File: config.mk
export PLATFORM = sky130hd
export DESIGN_NAME = pdm_mic_capture_ctrl
export DESIGN_NICKNAME = d
export VERILOG_FILES = /design/src/rtl/pdm_mic_capture_ctrl.sv
export SDC_FILE = /design/constraint.sdc
export NUM_CORES = 1
export LEC_CHECK = 0
export CAP_MARGIN = 20
export CORE_UTILIZATION = 30
export CTS_CLUSTER_DIAMETER = 40
export DETAILED_ROUTE_END_ITERATION = 8
export GPL_TIMING_DRIVEN = 0
export PLACE_DENSITY = 0.54
export SYNTH_ARGS = -nofsm -noshare
export SYNTH_HDL_FRONTEND = slang
export SYNTH_SLANG_ARGS = --single-unit
File: constraint.sdc
create_clock -name mclk -period 1.8 [get_ports mclk]
set_input_delay 0.36 -clock mclk [delete_from_list [all_inputs] [get_ports mclk]]
set_output_delay 0.36 -clock mclk [all_outputs]
set_load 0.02 [all_outputs]
File: src/rtl/pdm_mic_capture_ctrl.sv
// pdm_mic_capture_ctrl: PDM microphone capture sequencer.
// Divides mclk down to mic_clk, runs IDLE/WARMUP/CAPTURE, and turns each
// window of PDM bits into a ones-count PCM sample behind a valid/ready port
// with sticky overrun. Define MIC_STEREO_EN to also sample mic_data on the
// falling edge into a right-channel accumulator with a 2-deep output.
module pdm_mic_capture_ctrl #(
  parameter int CLK_DIV     = 25,
  parameter int WINDOW      = 64,
  parameter int WARMUP_BITS = 16,
  localparam int CNT_W      = $clog2(WINDOW + 1)
) (
  input  logic             mclk,
  input  logic             reset,
  input  logic             start,
  input  logic             stop,
  output logic             mic_clk,
  output logic             mic_lrsel,
  input  logic             mic_data,
  output logic [CNT_W-1:0] sample,
  output logic             sample_ch,
  output logic             sample_valid,
  input  logic             sample_ready,
  output logic             busy,
  output logic             overrun
);

  localparam int DIV_W  = (CLK_DIV > 1) ? $clog2(CLK_DIV) : 1;
  localparam int WARM_W = $clog2(WARMUP_BITS + 1);
  localparam logic [DIV_W-1:0]  DIV_LAST  = DIV_W'(CLK_DIV - 1);
  localparam logic [WARM_W-1:0] WARM_LAST = WARM_W'(WARMUP_BITS - 1);
  localparam logic [CNT_W-1:0]  WIN_LAST  = CNT_W'(WINDOW - 1);

  typedef enum logic [1:0] {
    S_IDLE    = 2'd0,
    S_WARMUP  = 2'd1,
    S_CAPTURE = 2'd2
  } state_t;

  state_t             state_q, state_d;
  logic [DIV_W-1:0]   div_q, div_d;
  logic               mic_clk_q, mic_clk_d;
  logic [WARM_W-1:0]  warm_q;
  logic [CNT_W-1:0]   bit_q;
  logic [CNT_W-1:0]   ones_l_q;
  logic               stop_pend_q;
  logic               overrun_q;

  logic               div_wrap;
  logic               rise_tick;
  logic               start_acc;
  logic               win_end;
  logic               load;
  logic [CNT_W-1:0]   sum_l;

  assign div_wrap  = (div_q == DIV_LAST);
  assign rise_tick = (state_q != S_IDLE) && div_wrap && !mic_clk_q;
  assign start_acc = (state_q == S_IDLE) && start;
  assign win_end   = (state_q == S_CAPTURE) && rise_tick && (bit_q == WIN_LAST);
  // The window's last bit is folded in directly rather than waiting a cycle.
  assign sum_l     = ones_l_q + CNT_W'(mic_data);

  assign mic_clk   = mic_clk_q;
  assign mic_lrsel = 1'b0;
  assign overrun   = overrun_q;

  // State register.
  always_ff @(posedge mclk) begin
    if (reset) state_q <= S_IDLE;
    else       state_q <= state_d;
  end

  // Next-state logic; start beats a simultaneous stop in IDLE.
  always_comb begin
    state_d = state_q;
    case (state_q)
      S_IDLE:    if (start) state_d = S_WARMUP;
      S_WARMUP: begin
        if (stop)                                  state_d = S_IDLE;
        else if (rise_tick && warm_q == WARM_LAST) state_d = S_CAPTURE;
      end
      S_CAPTURE: if (win_end && (stop_pend_q || stop)) state_d = S_IDLE;
      default:   state_d = S_IDLE;
    endcase
  end

  // FSM outputs.
  always_comb begin
    busy = (state_q != S_IDLE);
  end

  // Divider next state: held cleared in IDLE and on the way into IDLE so
  // mic_clk is parked low the moment capture ends.
  always_comb begin
    div_d     = div_q + DIV_W'(1);
    mic_clk_d = mic_clk_q;
    if (state_q == S_IDLE || state_d == S_IDLE) begin
      div_d     = '0;
      mic_clk_d = 1'b0;
    end else if (div_wrap) begin
      div_d     = '0;
      mic_clk_d = ~mic_clk_q;
    end
  end

  // Divider registers.
  always_ff @(posedge mclk) begin
    if (reset) begin
      div_q     <= '0;
      mic_clk_q <= 1'b0;
    end else begin
      div_q     <= div_d;
      mic_clk_q <= mic_clk_d;
    end
  end

  // Warm-up bit counter, counts discarded rise ticks.
  always_ff @(posedge mclk) begin
    if (reset || state_q != S_WARMUP) warm_q <= '0;
    else if (rise_tick)               warm_q <= warm_q + WARM_W'(1);
  end

  // Left accumulator: bit position and ones count within the window.
  always_ff @(posedge mclk) begin
    if (reset || state_q != S_CAPTURE) begin
      bit_q    <= '0;
      ones_l_q <= '0;
    end else if (rise_tick) begin
      if (bit_q == WIN_LAST) begin
        bit_q    <= '0;
        ones_l_q <= '0;
      end else begin
        bit_q    <= bit_q + CNT_W'(1);
        ones_l_q <= sum_l;
      end
    end
  end

  // Stop request remembered until the running window finishes.
  always_ff @(posedge mclk) begin
    if (reset || state_q != S_CAPTURE) stop_pend_q <= 1'b0;
    else if (stop)                     stop_pend_q <= 1'b1;
  end

  // Sticky overrun, cleared only by reset or an accepted start.
  always_ff @(posedge mclk) begin
    if (reset)                 overrun_q <= 1'b0;
    else if (start_acc)        overrun_q <= 1'b0;
    else if (win_end && !load) overrun_q <= 1'b1;
  end

`ifdef MIC_STEREO_EN
  logic             fall_tick;
  logic [CNT_W-1:0] ones_r_q;
  logic [CNT_W-1:0] sample_l_q, sample_r_q;
  logic             valid_l_q, valid_r_q;
  logic             show_r;

  assign fall_tick = (state_q != S_IDLE) && div_wrap && mic_clk_q;
  // Both entries must be free; the right entry may free up this very cycle.
  assign load      = win_end && !valid_l_q && (!valid_r_q || sample_ready);
  assign show_r    = !valid_l_q && valid_r_q;

  assign sample       = show_r ? sample_r_q : sample_l_q;
  assign sample_ch    = show_r;
  assign sample_valid = valid_l_q || valid_r_q;

  // Right accumulator; its window closes on the left channel's boundary.
  always_ff @(posedge mclk) begin
    if (reset || state_q != S_CAPTURE) ones_r_q <= '0;
    else if (win_end)                  ones_r_q <= '0;
    else if (fall_tick)                ones_r_q <= ones_r_q + CNT_W'(mic_data);
  end

  // Two-entry output: left presents first, right after left is taken.
  always_ff @(posedge mclk) begin
    if (reset) begin
      sample_l_q <= '0;
      sample_r_q <= '0;
      valid_l_q  <= 1'b0;
      valid_r_q  <= 1'b0;
    end else if (load) begin
      sample_l_q <= sum_l;
      sample_r_q <= ones_r_q;
      valid_l_q  <= 1'b1;
      valid_r_q  <= 1'b1;
    end else if (valid_l_q) begin
      if (sample_ready) valid_l_q <= 1'b0;
    end else if (valid_r_q && sample_ready) begin
      valid_r_q <= 1'b0;
    end
  end
`else
  logic [CNT_W-1:0] sample_l_q;
  logic             valid_l_q;

  assign load         = win_end && (!valid_l_q || sample_ready);
  assign sample       = sample_l_q;
  assign sample_ch    = 1'b0;
  assign sample_valid = valid_l_q;

  // Single-entry output register; held stable until accepted.
  always_ff @(posedge mclk) begin
    if (reset) begin
      sample_l_q <= '0;
      valid_l_q  <= 1'b0;
    end else if (load) begin
      sample_l_q <= sum_l;
      valid_l_q  <= 1'b1;
    end else if (valid_l_q && sample_ready) begin
      valid_l_q <= 1'b0;
    end
  end
`endif

endmodule

==> run_results.csv <==
group,metric,value,unit
status,run_status,"completed",
drt,post_route_wl,3815,microns
yosys,most_used_flip_flop_cell_after_synthesis,"sky130_fd_sc_hd__dfxtp_1",
cells_and_area,layout-drive-gt1-share,0.1410,
yosys,yosys.area_share.simple,0.2591,
critical_path,endpoint_kind,"flip-flop",
cells_and_area,final_design_area_no_fill,2180,sq um
clock_network,numCtsBuffers,5,
global_route,grt_pass1_wl,6334,microns
yosys,synth_xor_area_frac,0.07015,
min_path,min_from,"div_q[0]",
global_route,grt_pass1_vias,1334,
yosys,post_synth_mux_area_share,0.005727,
clock_network,cts-root-to-sink-buffers,2,
yosys,synth.cell_area,1748,sq um
clock_network,clk_transition_reported_paths,70,ps
sta,worst_clock_skew,14.02,ps
critical_path,reg2reg_setup_slack,100,ps
floorplan,starting_utilization_of_the_core_area,0.3136,
power_and_ir_drop,peakVddDrop,214.0,uV
critical_path,critical_path_class,"reg -> reg",
placement,numPortBuffers,15,
power_and_ir_drop,total_leakage_power,0.7634,nW
sta,layout_setup_ws,103.1,ps
critical_path,cp_max_fo,6,
global_route,antenna_found_initial,0,
critical_path,required,2010,ps
clock_network,cts.root.buffer_cell,"sky130_fd_sc_hd__clkbuf_8",
placement,place.detailed.hpwl,2708,microns
sta,finalHoldViolations,0,
yosys,synthesis.instances,200,
cells_and_area,final_net_count,239,
clock_network,cts_tree,"yes",
sta,setup_violations,0,
floorplan,dieArea,6136,sq um
placement,post_placement_setup_slack,-214.2,ps
sta,layout_worst_path_cycle_share,0.9427,
clock_network,clock_insertion_delay_at_the_later_pin_of_the_skew_report,290,ps
critical_path,setup.worst_path.start_class,"flip-flop",
yosys,post_synth_fa_ha_maj_area_fraction,0.05011,
min_path,timing.hold.worst.class,"reg -> reg",
global_route,grt.total_usage,0.1362,
yosys,synth_async_sr_flop_share,0,
drt,wl_per_cell,12.76,microns
drt,drcViolationCount,0,
job,maxCapViolCount,0,
placement,post-place-cells,288,
floorplan,top_level_ports,19,
floorplan,die_height,78.33,microns
global_route,grt_overflow_total,0,
min_path,min_to,"div_q[0]",
clock_network,htree_levels,2,
clock_network,hold_buffers,0,
yosys,ys_seq_area_frac,0.4238,
min_path,hold_path_depth,1,
critical_path,r2r_cells,7,
cells_and_area,antennaDiodeCount,0,
power_and_ir_drop,p_per_area,661.8,nW/um^2
floorplan,core-area,5574,sq um
critical_path,worst_r2r_startpoint,"div_q[0]",
sta,rsz0062_at_grt,"yes",
cells_and_area,area_delta_synth_final,24.70,%
placement,placed_area,1992,sq um
sta,final_worst_path_period_need,1697,ps
yosys,number_of_synthesized_flops_with_an_enable_pin,0,
cells_and_area,instances_no_fill,299,
floorplan,fp-row-count,27,
clock_network,clock_sink_count,37,
critical_path,crit-reg2reg-capture,"bit_q[5]",
yosys,syn-mean-instance-area,8.740,sq um
drt,detailroute.via_count,1465,
yosys,synth.lib_cells_used.distinct,44,
sta,max_clock_freq,0.5893,GHz
yosys,yosys_register_bits,37,
yosys,dominant_combinational_cell_family_by_area_after_synthesis,"simple AND/OR/NAND/NOR gates",
floorplan,dieWidth,78.33,microns
yosys,synthesis.yosys.warnings,0,
yosys,fraction_of_the_mapped_netlist_area_in_compound_gates,0.1525,
sta,final_max_slew_viol_count,0,
drt,viasPerCell,4.900,
global_route,grt_max_degree,13,
critical_path,worst-endpoint-arrival,1910,ps
placement,routabilityCongestion,0.7816,
drt,detail-route-antenna-nets,0,
drt,first_pass_iters,4,
drt,drt_iter0_drc,55,
power_and_ir_drop,post_layout_power,1.442,mW
[cell type report]
class / count / area, sq um
Timing Repair Buffer: 18 / 186.4
Inverter: 8 / 30.03
Multi-Input combinational cell: 150 / 1002
Clock inverter: 3 / 17.52
Fill cell: 573 / 3395
Clock buffer: 5 / 68.82
Buffer: 6 / 38.79
Tap cell: 72 / 90.09
Sequential cell: 37 / 745.7
[metrics by stage]
step	setup TNS [ps]	hold WS [ps]	util
floorplan	0	429.7	-
global placement	-1566	448.8	0.3574
detailed placement	-1279	450.2	0.3574
CTS	0	461.2	0.3749
global route	-18.35	462.7	0.3910
finish	0	433.3	0.3910
[synth_stat cells, types with 2 or more instances]
cell type	count	area share
sky130_fd_sc_hd__xor2_1	8	0.040
sky130_fd_sc_hd__dfxtp_1	37	0.42
sky130_fd_sc_hd__o311a_1	2	0.011
sky130_fd_sc_hd__inv_1	7	0.015
sky130_fd_sc_hd__or3_1	2	0.0072
sky130_fd_sc_hd__clkbuf_1	3	0.0064
sky130_fd_sc_hd__a211oi_1	2	0.0086
sky130_fd_sc_hd__nor2_1	20	0.043
sky130_fd_sc_hd__xnor2_1	6	0.030
sky130_fd_sc_hd__nor4_2	2	0.014
sky130_fd_sc_hd__a31oi_1	2	0.0072
sky130_fd_sc_hd__nor3_1	2	0.0057
sky130_fd_sc_hd__ha_1	7	0.050
sky130_fd_sc_hd__nor2b_1	2	0.0072
sky130_fd_sc_hd__a21o_1	3	0.013
sky130_fd_sc_hd__nand4_1	2	0.0072
sky130_fd_sc_hd__a32o_1	2	0.011
sky130_fd_sc_hd__nand2b_1	4	0.014
sky130_fd_sc_hd__and3_1	2	0.0072
sky130_fd_sc_hd__buf_4	3	0.013
sky130_fd_sc_hd__nand3_1	20	0.057
sky130_fd_sc_hd__nand2_1	16	0.034
sky130_fd_sc_hd__o21ai_1	8	0.023
sky130_fd_sc_hd__a21oi_1	18	0.052
[power breakdown]
group | switching, mW | total [mW] | internal (mW)
Clock | 0.299 | 0.566 | 0.267
Combinational | 0.0293 | 0.0512 | 0.0219
Sequential | 0.00472 | 0.825 | 0.821
[cell usage in the layout, fill, tap and decap left out, types with 3 or more instances in the layout]
cell type                         instances
sky130_fd_sc_hd__dfxtp_1                 33
sky130_fd_sc_hd__nor2_1                  19
sky130_fd_sc_hd__a21oi_1                 18
sky130_fd_sc_hd__nand3_1                 18
sky130_fd_sc_hd__nand2_1                 16
sky130_fd_sc_hd__clkdlybuf4s50_1         13
sky130_fd_sc_hd__xor2_1                   8
sky130_fd_sc_hd__o21ai_1                  8
sky130_fd_sc_hd__inv_1                    7
sky130_fd_sc_hd__ha_1                     6
sky130_fd_sc_hd__xnor2_1                  5
sky130_fd_sc_hd__clkbuf_8                 5
sky130_fd_sc_hd__buf_4                    4
sky130_fd_sc_hd__dfxtp_2                  4
sky130_fd_sc_hd__nand2b_1                 3
sky130_fd_sc_hd__a21o_1                   3
[state kept, by name (all words and copies together) (netlist names)]
name,count
stop_pend_q,1
mic_clk,1
warm_q,5
bit_q,7
sample,7
sample_valid,1
overrun,1
ones_l_q,7
div_q,5
state_q,2
[worst max-delay path: stages (launching register included)]
cell and delay [ps]:
sky130_fd_sc_hd__dfxtp_2 340, sky130_fd_sc_hd__inv_1 50, sky130_fd_sc_hd__ha_2 170, sky130_fd_sc_hd__and4b_1 220
sky130_fd_sc_hd__buf_6 130, sky130_fd_sc_hd__nand2_4 70, sky130_fd_sc_hd__or4_1 510, sky130_fd_sc_hd__a21oi_1 130
[cell families (layout without fill, tap and decap cells)]
kind of cell               count (synthesis)  in the layout
adders and majority gates                  7              7
xor gates and xnor gates                  14             14
other                                      1              2
and+or+nand+nor                           84             84
muxes                                      1              1
DFF                                       37             37
buffers and inverters                     14             40
AOI/OAI and AO/OA                         42             42
[routing by layer]
| layer | part of all wire | routed length [microns] | global-route usage |
|---|---|---|---|
| met1 | 0.51 | 1944 | 0.1797 |
| met2 | 0.45 | 1711 | 0.2035 |
| met3 | 0.025 | 97 | 0.03721 |
| met4 | 0.016 | 61 | 0.06667 |
| met5 | 0 | 0 | 0 |
[worst max-delay path by stage]
stage,start,end,slack [ps],depth (start not counted)
3_5_place_dp,mic_data,sample[4],-210,7
3_3_place_gp,mic_data,sample[4],-220,7
5_1_grt,mic_data,sample[6],-20,7
6_report,div_q[0],bit_q[5],100,7
2_1_floorplan,div_q[0],sample[6],160,6
4_1_cts,div_q[0],sample[2],5,7
[timing repair]
item,4_1_cts,5_1_grt
hold endpoints to repair,0,0
setup endpoints to repair,12,14
pin swaps,0,3
resized for setup,7,12
buffers inserted,0,3
No activity file was read; power rests on OpenSTA's default activity.
